### config.mk
export PLATFORM = sky130hd
export DESIGN_NAME = bsg_mem_1rw_sync_mask_write_bit_arb
export DESIGN_NICKNAME = d
export VERILOG_FILES = /design/src/rtl/bsg_mem_1rw_arb_pkg.sv /design/src/rtl/bsg_mem_1rw_arb_rr.sv /design/src/rtl/bsg_mem_1rw_sync_mask_write_bit_arb.sv
export SDC_FILE = /design/constraint.sdc
export NUM_CORES = 1
export LEC_CHECK = 0
export ABC_CLOCK_PERIOD_IN_PS = 20000
export CAP_MARGIN = 10
export CELL_PAD_IN_SITES_DETAIL_PLACEMENT = 1
export CELL_PAD_IN_SITES_GLOBAL_PLACEMENT = 1
export CORE_AREA = 2 2 236 238
export DETAILED_ROUTE_END_ITERATION = 12
export DIE_AREA = 0 0 238 240
export HOLD_SLACK_MARGIN = 0.15
export MAX_ROUTING_LAYER = met4
export PLACE_DENSITY_LB_ADDON = 0.1
export SLEW_MARGIN = 20
export SYNTH_ARGS = -nofsm -noshare
export SYNTH_HDL_FRONTEND = slang
export SYNTH_SLANG_ARGS = --single-unit
export TNS_END_PERCENT = 5
### constraint.sdc
create_clock -name clk_i -period 20 [get_ports clk_i]
set_clock_uncertainty 0.15 [all_clocks]
set_input_delay 2 -clock clk_i [delete_from_list [all_inputs] [get_ports clk_i]]
set_output_delay 2 -clock clk_i [all_outputs]
set_load 0.01 [all_outputs]
### src/rtl/bsg_mem_1rw_arb_pkg.sv
// Shared types and helpers for the 1RW bit-masked memory arbiter.
//   bsg_mem_1rw_arb_state_e : sequencer state (eInit clear sweep, eReady serving)
//   safe_clog2              : ceil(log2(n)), at least 1
package bsg_mem_1rw_arb_pkg;

  typedef enum logic {
    eInit  = 1'b0,
    eReady = 1'b1
  } bsg_mem_1rw_arb_state_e;

  function automatic int unsigned safe_clog2(input int unsigned n);
    return (n > 1) ? $clog2(n) : 1;
  endfunction

endpackage

### src/rtl/bsg_mem_1rw_arb_rr.sv
// Round-robin one-hot arbiter with a registered priority pointer.
//   clk, reset : clock, asynchronous active-high reset (pointer -> 0)
//   en         : arbitration enable; when low no grant is issued
//   eligible   : per-requester eligibility
//   grant      : one-hot (or zero) grant, combinational
module bsg_mem_1rw_arb_rr
  import bsg_mem_1rw_arb_pkg::*;
#(
  parameter int unsigned num_req_p = 2
) (
  input  logic                 clk,
  input  logic                 reset,
  input  logic                 en,
  input  logic [num_req_p-1:0] eligible,
  output logic [num_req_p-1:0] grant
);

  localparam int unsigned ptr_w = safe_clog2(num_req_p);

  logic [ptr_w-1:0] ptr;
  logic [ptr_w-1:0] ptr_next;
  logic [ptr_w-1:0] idx;
  logic [ptr_w-1:0] winner;
  logic             found;

  // Scan from the pointer upward; first eligible requester wins.
  always_comb begin
    grant  = '0;
    winner = '0;
    found  = 1'b0;
    idx    = '0;
    for (int unsigned k = 0; k < num_req_p; k++) begin
      idx = ptr_w'((32'(ptr) + k) % num_req_p);
      if (en && !found && eligible[idx]) begin
        found      = 1'b1;
        grant[idx] = 1'b1;
        winner     = idx;
      end
    end
    ptr_next = ptr;
    if (found) begin
      ptr_next = (32'(winner) == num_req_p - 1) ? '0 : ptr_w'(winner + ptr_w'(1));
    end
  end

  always_ff @(posedge clk or posedge reset) begin
    if (reset) ptr <= '0;
    else       ptr <= ptr_next;
  end

endmodule

### src/rtl/bsg_mem_1rw_sync_mask_write_bit_arb.sv
// Shares one 1RW synchronous bit-masked-write memory among num_req_p
// requesters: round-robin grant, 1-cycle read return with per-requester
// hold register (valid/yumi), optional zero-fill sweep after reset.
// Optional feature macro: BSG_MEM_1RW_ARB_CLEAR_ON_RESET_EN (clear sweep).
// Ports:
//   clk_i, reset_i                 clock, async active-high reset
//   v_i, w_i, addr_i, data_i, w_mask_i   per-requester request
//   ready_o                        one-hot grant (combinational)
//   v_o, data_o, yumi_i            per-requester read response handshake
//   init_done_o                    memory available
//   mem_v_o, mem_w_o, mem_addr_o, mem_data_o, mem_w_mask_o, mem_data_i
//                                  memory port
module bsg_mem_1rw_sync_mask_write_bit_arb
  import bsg_mem_1rw_arb_pkg::*;
#(
  parameter int unsigned num_req_p     = 2,
  parameter int unsigned width_p       = 64,
  parameter int unsigned els_p         = 64,
  parameter int unsigned addr_width_lp = safe_clog2(els_p)
) (
  input  logic                               clk_i,
  input  logic                               reset_i,
  input  logic [num_req_p-1:0]               v_i,
  input  logic [num_req_p-1:0]               w_i,
  input  logic [num_req_p*addr_width_lp-1:0] addr_i,
  input  logic [num_req_p*width_p-1:0]       data_i,
  input  logic [num_req_p*width_p-1:0]       w_mask_i,
  output logic [num_req_p-1:0]               ready_o,
  output logic [num_req_p-1:0]               v_o,
  output logic [num_req_p*width_p-1:0]       data_o,
  input  logic [num_req_p-1:0]               yumi_i,
  output logic                               init_done_o,
  output logic                               mem_v_o,
  output logic                               mem_w_o,
  output logic [addr_width_lp-1:0]           mem_addr_o,
  output logic [width_p-1:0]                 mem_data_o,
  output logic [width_p-1:0]                 mem_w_mask_o,
  input  logic [width_p-1:0]                 mem_data_i
);

  bsg_mem_1rw_arb_state_e state;

  logic [num_req_p-1:0] pending;
  logic [num_req_p-1:0] held;
  logic [num_req_p-1:0] outstanding;
  logic [num_req_p-1:0] eligible;
  logic [num_req_p-1:0] grant;
  logic                 arb_en;
  logic [width_p-1:0]   hold [num_req_p];

`ifdef BSG_MEM_1RW_ARB_CLEAR_ON_RESET_EN
  bsg_mem_1rw_arb_state_e   state_next;
  logic [addr_width_lp-1:0] clr_addr;
  logic [addr_width_lp-1:0] clr_addr_next;

  // Sequencer state and clear-sweep address register.
  always_ff @(posedge clk_i or posedge reset_i) begin
    if (reset_i) begin
      state    <= eInit;
      clr_addr <= '0;
    end else begin
      state    <= state_next;
      clr_addr <= clr_addr_next;
    end
  end

  // Sweep one address per cycle, leave eInit after the last one.
  always_comb begin
    state_next    = state;
    clr_addr_next = clr_addr;
    case (state)
      eInit: begin
        clr_addr_next = addr_width_lp'(clr_addr + addr_width_lp'(1));
        if (clr_addr == addr_width_lp'(els_p - 1)) begin
          state_next    = eReady;
          clr_addr_next = '0;
        end
      end
      eReady:  state_next = eReady;
      default: state_next = eInit;
    endcase
  end
`else
  assign state = eReady;
`endif

  assign init_done_o = (state == eReady);

  // A requester with a response still out may re-issue only while consuming it.
  assign outstanding = pending | held;
  assign eligible    = v_i & (~outstanding | yumi_i);
  assign arb_en      = ~reset_i & (state == eReady);

  bsg_mem_1rw_arb_rr #(
    .num_req_p(num_req_p)
  ) rr (
    .clk     (clk_i),
    .reset   (reset_i),
    .en      (arb_en),
    .eligible(eligible),
    .grant   (grant)
  );

  assign ready_o = grant;

  // Memory port: clear sweep, else the granted requester.
  always_comb begin
    mem_v_o      = 1'b0;
    mem_w_o      = 1'b0;
    mem_addr_o   = '0;
    mem_data_o   = '0;
    mem_w_mask_o = '0;
`ifdef BSG_MEM_1RW_ARB_CLEAR_ON_RESET_EN
    if (!reset_i && state == eInit) begin
      mem_v_o      = 1'b1;
      mem_w_o      = 1'b1;
      mem_addr_o   = clr_addr;
      mem_w_mask_o = '1;
    end
`endif
    for (int unsigned i = 0; i < num_req_p; i++) begin
      if (grant[i]) begin
        mem_v_o      = 1'b1;
        mem_w_o      = w_i[i];
        mem_addr_o   = addr_i[i*addr_width_lp +: addr_width_lp];
        mem_data_o   = data_i[i*width_p +: width_p];
        mem_w_mask_o = w_mask_i[i*width_p +: width_p];
      end
    end
  end

  // Response tracking: pending = data on mem_data_i now, held = data in hold reg.
  always_ff @(posedge clk_i or posedge reset_i) begin
    if (reset_i) begin
      pending <= '0;
      held    <= '0;
      for (int unsigned i = 0; i < num_req_p; i++) hold[i] <= '0;
    end else begin
      for (int unsigned i = 0; i < num_req_p; i++) begin
        if (grant[i] && !w_i[i]) begin
          pending[i] <= 1'b1;
          held[i]    <= 1'b0;
        end else if (yumi_i[i]) begin
          pending[i] <= 1'b0;
          held[i]    <= 1'b0;
        end else if (pending[i]) begin
          pending[i] <= 1'b0;
          held[i]    <= 1'b1;
          hold[i]    <= mem_data_i;
        end
      end
    end
  end

  assign v_o = outstanding;

  // First response cycle bypasses the memory output; later cycles use hold.
  always_comb begin
    data_o = '0;
    for (int unsigned i = 0; i < num_req_p; i++) begin
      if (held[i])         data_o[i*width_p +: width_p] = hold[i];
      else if (pending[i]) data_o[i*width_p +: width_p] = mem_data_i;
    end
  end

  yumi_needs_v: assert property (@(posedge clk_i) disable iff (reset_i)
    ((yumi_i & ~v_o) == '0));

endmodule

==> results of run 1 <==
logic make-up after synthesis:
group                  after synthesis
AOI/OAI and AO/OA                  270
buffers and inverters              257
DFF                                133
muxes                              128
other                                1
and+or+nand+nor                    400
stage by stage:
step | hold WS, ns | area [µm²]
after CTS | 0.3576 | 17200
after global routing | 0.3621 | 17280
after global placement | 0.3372 | 16550
after floorplan | 0.3293 | 10040
after detailed placement | 0.3438 | 16550
metal layers:
| metal | GRT usage [%] |
|---|---|
| met1 | 21.48 |
| met2 | 33.29 |
| met4 | 6.913 |
| met3 | 7.095 |
| met5 | - |
==> flow_summary.toml, run 1 <==
[run_status]
status = "aborted with a tool error"
lastStage = "detailed routing"
stop_error = "[ERROR DRT-0255] Maze Route cannot find path of net clk_i in worker of routeBox ( 193200 0 ) ( 238000 48300 )."

[grt]
antenna_found_initial = 24
grt_pass1_vias = 11460
grt_remaining_overflow = 0
grt_max_degree = 154
grt_pass1_wl_mm = 79.65
track_usage_pct = 19.73

[clocking]
root_buffer = "clkbuf_16"
cts_setup_buffers = 0
cts.sinks = 133
clockBufferDepth = 2
cts_resized = 0
cts_made_buffers = 17
h-tree-depth = 4
cts_hold_buf = 0

[yosys]
synth.most_common_cell = "nand2_1"
netlist_top_cells_area = "dfrtp_1 33%, o32ai_2 16%, nand2_1 15%, mux2_2 14%, o21ai_0 6.4%"
synthAdderAreaFrac_pct = 0
synth_edf_count = 0
seq_area_frac_synth_pct = 33.15
synth_top_family_by_area = "compound AO/OA/AOI/OAI gates"
netlist_top_cells_count = "391 x nand2_1, 138 x inv_1, 133 x dfrtp_1, 128 x mux2_2, 128 x o21ai_0"
ys_ff_latch = 133
synth-simple-area-share_pct = 15.08
synth-compound-area-share_pct = 26.16
syn_avg_cell_area_um2 = 8.445
yosys.area_share.xor_xnor_pct = 0
yosysTopAreaCell = "dfrtp_1"
syn_nets = 1529
async_flop_share_pct = 100.0
netlist_instances = 1189
yosys_warnings = 0
ys_types = 26
synthMuxAreaShare_pct = 14.36
syn_area_um2 = 10040
synth_top_area_share_pct = 33.15
synth_flop_cell = "dfrtp_1"

[placement]
numPlacedInstances = 2396
portBuffers = 607
place_congestion = 0.8597
preCtsSetupSlack_ns = 11.55
hpwlAfterDp_mm = 42.08

[floorplanning]
ioPinCount = 609
die_h_um = 240
initial_core_util_pct = 18.37
num_rows = 86
die_w_um = 238
==> run 2: changes to the inputs <==
CELL_PAD_IN_SITES_DETAIL_PLACEMENT = default   (was 1)
CELL_PAD_IN_SITES_GLOBAL_PLACEMENT = default   (was 1)
CORE_AREA = 2 2 238 240   (was 2 2 236 238)
DIE_AREA = 0 0 240 242   (was 0 0 238 240)
HOLD_SLACK_MARGIN = default   (was 0.15)
MAX_ROUTING_LAYER = default   (was met4)
PLACE_DENSITY_LB_ADDON = 0.15   (was 0.1)
==> run 2 against run 1 <==
Against the previous run:
- the flow now finishes without violations
- global-route usage is 1.4 points lower
- area after synthesis is the same
- synthesized cell count stayed put
==> flow_summary.toml, run 2 <==
[power]
ir_worst_vdd_mv = 0.04418
p_clk_share_pct = 29.7
seqPwrFrac_pct = 34.5
power.share.switching_pct = 29.65
intPower_w = 0.0007965
leakagePower_nw = 6.590
powerDensity_nw_per_um2 = 65.57
power.switching_w = 0.0003356
power_frac_comb_pct = 35.9

[final_layout]
largest_register_ffs = 128
final_cell_mix = "606 x clkdlybuf4s50_1, 391 x nand2_1, 137 x inv_1"
drive_above_1_share_pct = 16.22
fin_nets = 2050
reg_top3 = "hold: 128 flops, held: 2 flops, pending: 2 flops"
final_common_cell = "clkdlybuf4s50_1"
area_growth_pct = 71.95
regMostFlops = "hold"
final_core_util_pct = 30.98

[placement]
place_congestion = 0.9064
hpwlAfterDp_mm = 41.42
portBuffers = 607

[yosys]
netlist_instances = 1189
syn_avg_cell_area_um2 = 8.445
ys_ff_latch = 133
syn_nets = 1529
syn_area_um2 = 10040
netlist_top_cells_count = "391 x nand2_1, 138 x inv_1, 133 x dfrtp_1, 128 x mux2_2, 128 x o21ai_0"
netlist_top_cells_area = "dfrtp_1 33%, o32ai_2 16%, nand2_1 15%, mux2_2 14%, o21ai_0 6.4%"
yosysTopAreaCell = "dfrtp_1"
async_flop_share_pct = 100.0
yosys_warnings = 0
ys_types = 26
seq_area_frac_synth_pct = 33.15
synth_top_area_share_pct = 33.15
synth_flop_cell = "dfrtp_1"
synth.most_common_cell = "nand2_1"
synth_edf_count = 0

[routing]
vias_per_cell = 4.277
vias = 10640
drt_iter0_drc = 449
drt.antenna.violating_nets = 0
wl_per_cell_um = 21.96
wirelength_mm = 54.63
first_pass_iters = 4
route.detailed.drc = 0

[clocking]
cts.sinks = 133
cts_setup_buffers = 0
h-tree-depth = 4
clk_pin_slew_ns = 0.05
root_buffer = "clkbuf_16"
cts_hold_buf = 0
cts_tree = "built"
cts_resized = 0
clockBufferDepth = 2
insertion_delay_ns = 0.43
cts_made_buffers = 17

[critical_path]
start_kind = "input pin"
critPathArrivalTime_ns = 5.65
worstPathRequired_ns = 17.85
path_class = "in -> out"
endpoint_kind = "primary output"
crit_fanout = 71

[floorplanning]
ioPinCount = 609
die_w_um = 240
num_rows = 87
initial_core_util_pct = 18.02
die_h_um = 242
core_region_area_um2 = 55730
die-area_um2 = 58080

[sta]
slew_headroom_pct = 27.72
rsz0062_at_grt = "false"
worst_pin_slew_ns = 1.084
layout_min_cycle_time_ns = 7.804
fin_setup_tns_ns = 0
drv_slew = 0
finalCritPeriodShare_pct = 39.02
hold_viol = 0
max_freq_mhz = 128.1
setup_viol = 0

[hold_path]
hold_class = "reg -> reg"

[run_status]
status = "complete, no violations"

[grt]
grt_pass1_wl_mm = 77.55
grt-busiest-layer = "met2"
grt_remaining_overflow = 0
grt_max_degree = 138
grt_pass1_vias = 10990
use_met3_pct = 5.481
met2_usage_pct = 33.37
use_met1_pct = 19.66
antenna_found_initial = 24
track_usage_pct = 18.34

[job]
max_cap_violations = 0
## run 2: cell counts after synthesis
No cell type changed its count.
## run 2: logic make-up after synthesis
group,after synthesis,synth area share (%)
and+or+nand+nor,400,15.08
AOI/OAI and AO/OA,270,26.16
buffers and inverters,257,11.23
DFF,133,33.15
muxes,128,14.36
other,1,0.03735
## run 2: power by group through the flow
stage / Sequential (W) / Clock, W / Combinational [W]
floorplan: 0.000381 / 0 / 0.000216
global placement: 0.000393 / 0 / 0.000409
detailed placement: 0.000396 / 0 / 0.000411
CTS: 0.000391 / 0.000350 / 0.000413
global route: 0.000402 / 0.000360 / 0.000438
finish: 0.000390 / 0.000336 / 0.000406
## run 2: per-layer routing
metal / wire, µm / part of all wire, %
met3: 3939 / 7.2
met2: 29340 / 54
met5: 22 / 0.040
met1: 20120 / 37
met4: 1204 / 2.2
## run 2: per-stage QoR
step / worst slack, ns / cells / total power (W) / hold slack, ns / cell area, µm²
4_1_cts: 12.21 / 2476 / 0.001154 / 0.3558 / 17240
2_1_floorplan: 11.04 / 1189 / 0.0005966 / 0.3293 / 10040
3_5_place_dp: 12.22 / 2447 / 0.0008067 / 0.3427 / 16620
5_1_grt: 12.03 / 2487 / 0.001200 / 0.3610 / 17260
6_report: 12.20 / 2488 / 0.001132 / 0.3517 / 17270
3_3_place_gp: 12.28 / 2447 / 0.0008012 / 0.3365 / 16620
## run 2: path summary, 6_finish.rpt
| kind | cells past startpoint | from | slack, ns | to |
|---|---|---|---|---|
| min in group asynchronous | 2 | reset_i | 1.69 | pending[1] |
| worst min-delay path | 1 | hold[67] | 0.35 | hold[67] |
| worst max-delay path | 8 | yumi_i[0] | 12.20 | mem_w_mask_o[2] |
| worst min register to register | 1 | hold[67] | 0.35 | hold[67] |
| max in group asynchronous | 3 | reset_i | 16.48 | hold[33] |
| worst max register to register | 3 | pending[1] | 16.94 | hold[51] |
## run 2: worst max-delay path, stage by stage
cell             delay [ns]
clkdlybuf4s50_1        0.47
o21bai_2               0.15
inv_2                  0.09
o311ai_4               0.21
buf_4                  0.85
buf_4                  0.94
o32ai_1                0.24
clkdlybuf4s50_1        0.55
## run 2: final cells by class
type / count / area [µm²]
diodes: 12 / 30.03
clock buffers: 25 / 495.5
clock inverters: 4 / 120.1
fillers: 5964 / 38470
inverters: 139 / 529.3
multi-input cells: 799 / 5619
flip-flops and latches: 133 / 3338
well taps: 756 / 945.9
repair buffers: 620 / 6187
(Power assumes the default switching activity.)
